--- src/rtl/mem_arb_pkg.sv ---
// mem_arb_pkg: shared constants for the instruction/data memory arbiter.
//   - State encoding for the IDLE -> ISSUE -> RESP sequence.
//   - Default bound on consecutive contested data wins.
//   - Winner-select encoding (SEL_I / SEL_D).
//   - Helper that flags a non-word-aligned byte address.
package mem_arb_pkg;

  localparam logic [1:0] ST_IDLE  = 2'b00;
  localparam logic [1:0] ST_ISSUE = 2'b01;
  localparam logic [1:0] ST_RESP  = 2'b10;

  localparam int MAX_DSTREAK_DEF = 4;

  localparam logic SEL_I = 1'b0;
  localparam logic SEL_D = 1'b1;

  // Word accesses only: any set bit in the byte offset is a misaligned access.
  function automatic logic is_misaligned(input logic [1:0] byte_off);
    return byte_off != 2'b00;
  endfunction

endpackage

--- src/rtl/mem_arb_prio.sv ---
// mem_arb_prio: winner selection plus the data-win streak counter.
//   clk, rst : clock and asynchronous active-high reset
//   i_req    : instruction-fetch request
//   d_req    : load/store request
//   pick     : an arbitration happens this edge (arbiter idle and a request up)
//   sel_d    : winner for this cycle, SEL_D when data wins, SEL_I otherwise
// Data wins ties until it has won MAX_DSTREAK contested rounds in a row; the
// next contested round then goes to instruction fetch. Any fetch win clears
// the streak; an uncontested data win leaves it untouched.
module mem_arb_prio
  import mem_arb_pkg::*;
#(
  parameter int MAX_DSTREAK = MAX_DSTREAK_DEF
) (
  input  logic clk,
  input  logic rst,
  input  logic i_req,
  input  logic d_req,
  input  logic pick,
  output logic sel_d
);

  localparam int SW = $clog2(MAX_DSTREAK + 1);
  localparam logic [SW-1:0] STREAK_MAX = SW'(MAX_DSTREAK);

  logic [SW-1:0] streak_q, streak_d;
  logic          at_limit;

  assign at_limit = (streak_q == STREAK_MAX);

  // NOTE: every signal written here gets a default first, so no path through
  // the block leaves a value unassigned and no latch is inferred.
  always_comb begin
    sel_d    = SEL_I;
    streak_d = streak_q;
    if (d_req && (!i_req || !at_limit)) begin
      sel_d = SEL_D;
    end
    if (pick) begin
      if (i_req && d_req) begin
        // Counter never exceeds STREAK_MAX: the limit round resets it.
        streak_d = at_limit ? '0 : streak_q + 1'b1;
      end else if (i_req) begin
        streak_d = '0;
      end
    end
  end

  // NOTE: sequential state uses non-blocking assignments so every register
  // samples pre-edge values, independent of block ordering.
  always_ff @(posedge clk or posedge rst) begin
    if (rst) begin
      streak_q <= '0;
    end else begin
      streak_q <= streak_d;
    end
  end

endmodule

--- src/rtl/mem_arbiter.sv ---
// mem_arbiter: shares one single-port, synchronous-read memory between the
// instruction-fetch port and the load/store data port.
//   clk, rst                 : clock, asynchronous active-high reset
//   i_req/i_addr             : fetch request (held until i_gnt) and byte address
//   i_gnt/i_rvalid/i_err     : one-cycle accept / read-data-valid / misaligned pulses
//   i_rdata                  : read data, straight from m_rdata
//   d_req/d_we/d_addr/d_wdata: data request, store flag, byte address, store data
//   d_gnt/d_rvalid/d_err     : as for the fetch port
//   d_rdata                  : read data, straight from m_rdata
//   m_en/m_we/m_addr/m_wdata : memory enable, write enable, byte address, write data
//   m_rdata                  : memory read data, valid the cycle after a read enable
//   busy                     : arbiter not idle
//   arb_state                : current state, for monitoring
// Sequence: IDLE samples requests and latches the winner's access; ISSUE
// drives the memory and pulses gnt; RESP pulses rvalid or err. Aligned stores
// skip RESP. Misaligned accesses never enable the memory.
module mem_arbiter
  import mem_arb_pkg::*;
#(
  parameter int ADDR_W      = 9,
  parameter int MAX_DSTREAK = MAX_DSTREAK_DEF
) (
  input  logic              clk,
  input  logic              rst,
  input  logic              i_req,
  input  logic [31:0]       i_addr,
  output logic              i_gnt,
  output logic              i_rvalid,
  output logic [31:0]       i_rdata,
  output logic              i_err,
  input  logic              d_req,
  input  logic              d_we,
  input  logic [31:0]       d_addr,
  input  logic [31:0]       d_wdata,
  output logic              d_gnt,
  output logic              d_rvalid,
  output logic [31:0]       d_rdata,
  output logic              d_err,
  output logic              m_en,
  output logic              m_we,
  output logic [ADDR_W-1:0] m_addr,
  output logic [31:0]       m_wdata,
  input  logic [31:0]       m_rdata,
  output logic              busy,
  output logic [1:0]        arb_state
);

  logic [1:0]        state_q, state_d;
  logic              sel_q, sel_d;
  logic [ADDR_W-1:0] addr_q, addr_d;
  logic              we_q, we_d;
  logic              mis_q, mis_d;
  logic [31:0]       wdata_q, wdata_d;

  logic        pick;
  logic        win_sel;
  logic [31:0] req_addr;
  logic        in_issue, in_resp;
  logic        unused_addr_hi;

  assign pick     = (state_q == ST_IDLE) && (i_req || d_req);
  assign req_addr = (win_sel == SEL_D) ? d_addr : i_addr;

  // Only the low ADDR_W address bits reach the memory (ADDR_W is 2..31).
  assign unused_addr_hi = ^req_addr[31:ADDR_W];

  mem_arb_prio #(
    .MAX_DSTREAK(MAX_DSTREAK)
  ) u_prio (
    .clk  (clk),
    .rst  (rst),
    .i_req(i_req),
    .d_req(d_req),
    .pick (pick),
    .sel_d(win_sel)
  );

  always_comb begin
    state_d = state_q;
    sel_d   = sel_q;
    addr_d  = addr_q;
    we_d    = we_q;
    mis_d   = mis_q;
    wdata_d = wdata_q;
    case (state_q)
      ST_IDLE: begin
        if (pick) begin
          state_d = ST_ISSUE;
          sel_d   = win_sel;
          addr_d  = req_addr[ADDR_W-1:0];
          we_d    = (win_sel == SEL_D) && d_we;
          mis_d   = is_misaligned(req_addr[1:0]);
          wdata_d = d_wdata;
        end
      end
      // An aligned store has nothing to report back, so it skips RESP.
      ST_ISSUE: state_d = (we_q && !mis_q) ? ST_IDLE : ST_RESP;
      ST_RESP:  state_d = ST_IDLE;
      default:  state_d = ST_IDLE;
    endcase
  end

  always_ff @(posedge clk or posedge rst) begin
    if (rst) begin
      state_q <= ST_IDLE;
      sel_q   <= SEL_I;
      addr_q  <= '0;
      we_q    <= 1'b0;
      mis_q   <= 1'b0;
      wdata_q <= '0;
    end else begin
      state_q <= state_d;
      sel_q   <= sel_d;
      addr_q  <= addr_d;
      we_q    <= we_d;
      mis_q   <= mis_d;
      wdata_q <= wdata_d;
    end
  end

  // All pulses decode from registered state, so reset clears them at once.
  assign in_issue = (state_q == ST_ISSUE);
  assign in_resp  = (state_q == ST_RESP);

  assign i_gnt    = in_issue && (sel_q == SEL_I);
  assign d_gnt    = in_issue && (sel_q == SEL_D);
  assign i_rvalid = in_resp && (sel_q == SEL_I) && !mis_q;
  assign d_rvalid = in_resp && (sel_q == SEL_D) && !mis_q;
  assign i_err    = in_resp && (sel_q == SEL_I) && mis_q;
  assign d_err    = in_resp && (sel_q == SEL_D) && mis_q;

  assign m_en    = in_issue && !mis_q;
  assign m_we    = in_issue && we_q && !mis_q;
  assign m_addr  = addr_q;
  assign m_wdata = wdata_q;

  assign i_rdata = m_rdata;
  assign d_rdata = m_rdata;

  assign busy      = (state_q != ST_IDLE);
  assign arb_state = state_q;

endmodule

--- config.mk ---
export PLATFORM = sky130hd
export DESIGN_NAME = mem_arbiter
export DESIGN_NICKNAME = d
export VERILOG_FILES = /design/src/rtl/mem_arb_pkg.sv /design/src/rtl/mem_arb_prio.sv /design/src/rtl/mem_arbiter.sv
export SDC_FILE = /design/constraint.sdc
export NUM_CORES = 1
export LEC_CHECK = 0
export ABC_AREA = 1
export ABC_CLOCK_PERIOD_IN_PS = 1380
export CORE_ASPECT_RATIO = 0.75
export CORE_MARGIN = 5
export CORE_UTILIZATION = 28
export CTS_CLUSTER_DIAMETER = 120
export DETAILED_ROUTE_END_ITERATION = 10
export GPL_ROUTABILITY_DRIVEN = 0
export PLACE_DENSITY = 0.79
export SKIP_LAST_GASP = 1
export SLEW_MARGIN = 20
export SYNTH_ARGS = -nofsm -noshare
export SYNTH_HDL_FRONTEND = slang
export SYNTH_SLANG_ARGS = --single-unit
export TNS_END_PERCENT = 5
--- constraint.sdc ---
create_clock -name clk -period 1.38 [get_ports clk]
set_clock_uncertainty 0.15 [all_clocks]
set_input_delay 0.207 -clock clk [delete_from_list [all_inputs] [get_ports clk]]
set_output_delay 0.207 -clock clk [all_outputs]
set_load 0.03 [all_outputs]
## After elaboration in Yosys (flattened, before gate mapping)

Cells that the tools add are included.

| word-level totals | value |
|---|---|
| register bits | 49 |
| input bits | 133 |
| output and inout bits | 116 |
| logic and storage cells | 48 |

| operators by class | value |
|---|---|
| add/sub/neg operators | 1 |
| equal/unequal tests | 4 |
| muxes and demuxes | 8 |
| bitwise operators | 1 |
| reductions and logical operators | 27 |

Operator list:

| kind | count |
|---|---|
| $logic_and 1x1->1 | 16 |
| $mux 3 | 3 |
| $mux 9 | 1 |
| $reduce_bool 2->1 | 3 |
| $mux 2 | 2 |
| $pmux 2 s2 | 1 |
| $reduce_and 2->1 | 2 |
| $add 3x1->3 const B | 1 |
| $eq 3x3->1 const B | 1 |
| $logic_not 1->1 | 3 |
| $eq 2x1->1 const B | 1 |
| $eq 2x2->1 const B | 1 |
| $logic_not 2->1 | 1 |
| $logic_or 1x1->1 | 2 |
| $ne 2x2->1 const B | 1 |
| $mux 1 | 1 |
| $not 1->1 | 1 |

## Depth between registers and ports, before layout

| logic depth | value |
|---|---|
| word-level depth | 7 |
| gate-level depth with buffers | 8 |
| gate-level depth less buffers | 7 |

## Hierarchy

Synthesis repeated with hierarchy kept, for this count alone.

| unflattened totals | value |
|---|---|
| cell total of the unflattened synthesis | 331 |
| area total of the unflattened synthesis | 2,698.8 µm² |

By module, submodules not included:

| module | instances | cells each | area an instance (µm²) | seq. area each (µm²) |
|---|---|---|---|---|
| mem_arbiter | 1 | 303 | 2,501.1 | 1,151.1 |
| mem_arb_prio | 1 | 28 | 197.7 | 75.1 |

## Least setup slack after synthesis

Ideal clock, no wire load.

| path | value |
|---|---|
| path type | reg-to-output |
| start point | register state_q[0] (netlist: arb_state[0]) |
| end point | output port m_we |
| data arrival time | 1.413 ns |
| required time | 1.023 ns |
| setup slack | -0.390 ns |
| cell stages (with the launch flop) | 3 |
| path buffers | 0 |
| path through | dfrtp_1 -> nand2_1 -> nor3_1 |

| on the way | value |
|---|---|
| cells in the longest elaborated chain, start to end | 3 |

RTL lines:

| item | line | source |
|---|---|---|
| start: declaration | mem_arbiter.sv:48 | `logic [1:0] state_q, state_d;` |
| start signal: assignment | mem_arbiter.sv:112 | `state_q <= state_d;` |
| $eq 2x1->1 | mem_arbiter.sv:122 | `assign in_issue = (state_q == ST_ISSUE);` |
| $logic_and 1x1->1 (2 in a row) | mem_arbiter.sv:133 | `assign m_we = in_issue && we_q && !mis_q;` |
| end: declaration | mem_arbiter.sv:40 | `output logic m_we,` |

Every way passes these cells.

## Worst setup path after layout

| path | value |
|---|---|
| start point | register state_q[0] (netlist: arb_state[0]) |
| end point | output port i_rvalid |

| on the way | value |
|---|---|
| cells in the longest elaborated chain, start to end | 3 |

RTL lines:

| item | line | source |
|---|---|---|
| $eq 2x2->1 | mem_arbiter.sv:123 | `assign in_resp = (state_q == ST_RESP);` |
| $logic_and 1x1->1 (2 in a row) | mem_arbiter.sv:127 | `assign i_rvalid = in_resp && (sel_q == SEL_I) && !mis_q;` |
| end: declaration | mem_arbiter.sv:28 | `output logic i_rvalid,` |

Every way passes these cells.

==> results_dict.tcl <==
set metrics [dict create \
    yosysWarnings 0 \
    cts_buffers 5 \
    layout_worst_path_cycle_share_pct 117 \
    worstSetupStartpointType "flip-flop" \
    wire_per_inst_um 12.1 \
    initialDrtViolationCount 66 \
    peakVddDrop_uv 1030 \
    core-area_um2 9080 \
    firstDrtPassIters 4 \
    start_util_pct 28.8 \
    grt_max_degree 50 \
    fin_nets 509 \
    path_cells "buf_6 > inv_4 > nand3_4 > nor2_2 > buf_6" \
    clock_latency_ns 0.28 \
    min_path_type "in -> async" \
    die_x_um 122 \
    final_cell_mix "126 x nand2_1, 54 x clkdlybuf4s50_1, 52 x buf_4, 49 x dfrtp_1, 18 x inv_1" \
    ctsRootBufferMaster "clkbuf_16" \
    finalMaxSlewViolations 0 \
    gr-total-overflow 0 \
    antenna_cells 0 \
    arrival_ns 1.26 \
    yosys-top-cells-area "dfrtp_1 47%, buf_4 19%, nand2_1 18%" \
    vias 2050 \
    ant_nets 0 \
    ff2ff_path_depth 7 \
    track_usage_pct 10.8 \
    die_area_um2 11400 \
    grt_pass1_vias 2129 \
    synth-seq-cells 49 \
    synth_area_um2 2620 \
    critPathMostFrequentCell "buf_6" \
    dieHeight_um 93.8 \
    drive_above_1_share_pct 25.1 \
    violations "negative setup slack" \
    slowest_delay_ns 0.42 \
    top_layer "met4" \
    worstSetupPathType "reg -> out" \
    avgViaCountPerCell 4.08 \
    worst-r2r-setup-slack_ns -0.11 \
    utilization_pct 39.7 \
    leakage_uw 0.00182 \
    final_hold_viol_count 0 \
    num_rows 30 \
    status "finished with violations" \
    synth.avg_cell_area_um2 8.16 \
    synth_top_area_share_pct 46.8 \
    r2r-end "m_addr[6]" \
    cp_slowest_cell "dfrtp_1" \
    worst-path-max-fanout 3 \
    routed_wirelength_mm 6.10 \
    min_period_ns 1.61 \
    antenna_found_initial 0 \
    netlist_instances 321 \
    ys_seq_area_share_pct 46.8 \
    synth_cell_types 21 \
    required_ns 1.02 \
    final.fill_count 935 \
    port_buffers 106 \
    power.density_nw_per_um2 2430 \
    max-cap-violations 0 \
    yosys.area.top_type "dfrtp_1" \
    h-tree-depth 2 \
    fmax_mhz 620 \
    hpwl_mm 4.72 \
    finalSetupTns_ns -2.59 \
    setup_viol 35 \
    worst_slew_pin_slew_ns 0.337 \
    cts_tree "yes" \
    wl_met1_mm 2.56 \
    rr_startpoint "arb_state[1]" \
    syn-num-nets 456 \
    drc 0 \
    routed-wl-met3_um 650 \
    io_pins 249 \
    syn_to_final_growth_pct 37.5 \
    worst_slack_ns -0.234 \
    timing.slew.headroom_pct 77.5 \
    crit_path_end_kind "output port" \
    wl_met2_mm 2.83 \
    grt_pass1_wl_mm 9.97 \
    post-cts-setup-buffers 0 \
    clk_pin_slew_ns 0.06 \
    clockBufferDepth 2 \
    rsz0062_at_grt "yes" \
    cts.sinks 49 \
    layout_commonest_cell "nand2_1" \
]
[registers in the layout, summed over array words and instances (netlist names)]
name / cells
mis_q: 1
m_addr: 9
we_q: 1
m_wdata: 32
u_prio.streak_q: 3
arb_state: 2
sel_q: 1
[logic make-up after synthesis]
logic type	after synthesis	share of synthesized area [%]
compound gates	16	3.77
xor+xnor	1	0.334
fa+ha+maj	2	0.955
buf+inv	97	24.2
flops	49	46.8
simple gates	156	23.9
[routing by layer]
| layer | global-route usage [%] | up-vias |
|---|---|---|
| li1 | - | 1008 |
| met2 | 17.4 | 94 |
| met1 | 12.4 | 941 |
| met5 | 0 | - |
| met3 | 5.72 | 7 |
| met4 | 3.08 | 0 |
[synth_stat cells (all sizes together)]
cell,n
nor3,1
xnor2,1
nand3,10
ha,2
buf,74
dfrtp,49
nor2,16
nand4,1
o21ai,13
inv,23
o22ai,1
a21oi,2
nand2,128
[what timing repair did]
item,4_1_cts,5_1_grt
gates cloned,0,0
resized for setup,9,14
pin swaps,1,3
hold buffers,0,0
setup endpoints to repair,39,58
[where the power goes]
group	switching (uW)	internal [uW]
registers	469	2140
clock network	495	905
logic	2910	1840
[per-stage QoR]
step	hold WS [ns]	setup WS [ns]	std cells	area [um^2]	total power, uW
5_1_grt	0.240	-0.314	503	3600	9350
2_1_floorplan	0.0930	-0.126	321	2640	5650
6_report	0.200	-0.234	503	3600	8760
4_1_cts	0.209	-0.227	503	3550	8800
3_3_place_gp	0.264	-0.253	495	3360	7170
3_5_place_dp	0.264	-0.315	495	3360	7300
[cell type report]
class	count	area (um^2)	area share, %
clock buffers	7	143	3.96
clock inverters	1	30.0	0.834
inverters	23	92.6	2.57
multi-input cells	175	821	22.8
flip-flops and latches	49	1230	34.0
well taps	128	160	4.45
repair buffers	120	1130	31.4
[worst max-delay path by stage]
stage / from / endpoint / slack (ns)
after floorplan: arb_state[1] / d_err / -0.13
after global placement: i_req / m_addr[4] / -0.25
after detailed placement: i_req / m_addr[6] / -0.31
after CTS: arb_state[1] / m_we / -0.23
after global routing: arb_state[0] / i_rvalid / -0.31
final: arb_state[0] / i_rvalid / -0.23
[worst max-delay path: cells and delay by family (launching register included)]
family | cells | cell delay, ns
flops | 1 | 0.42
buf+inv | 3 | 0.36
simple gates | 2 | 0.19
Note: power is estimated with default switching activity, not from simulation.
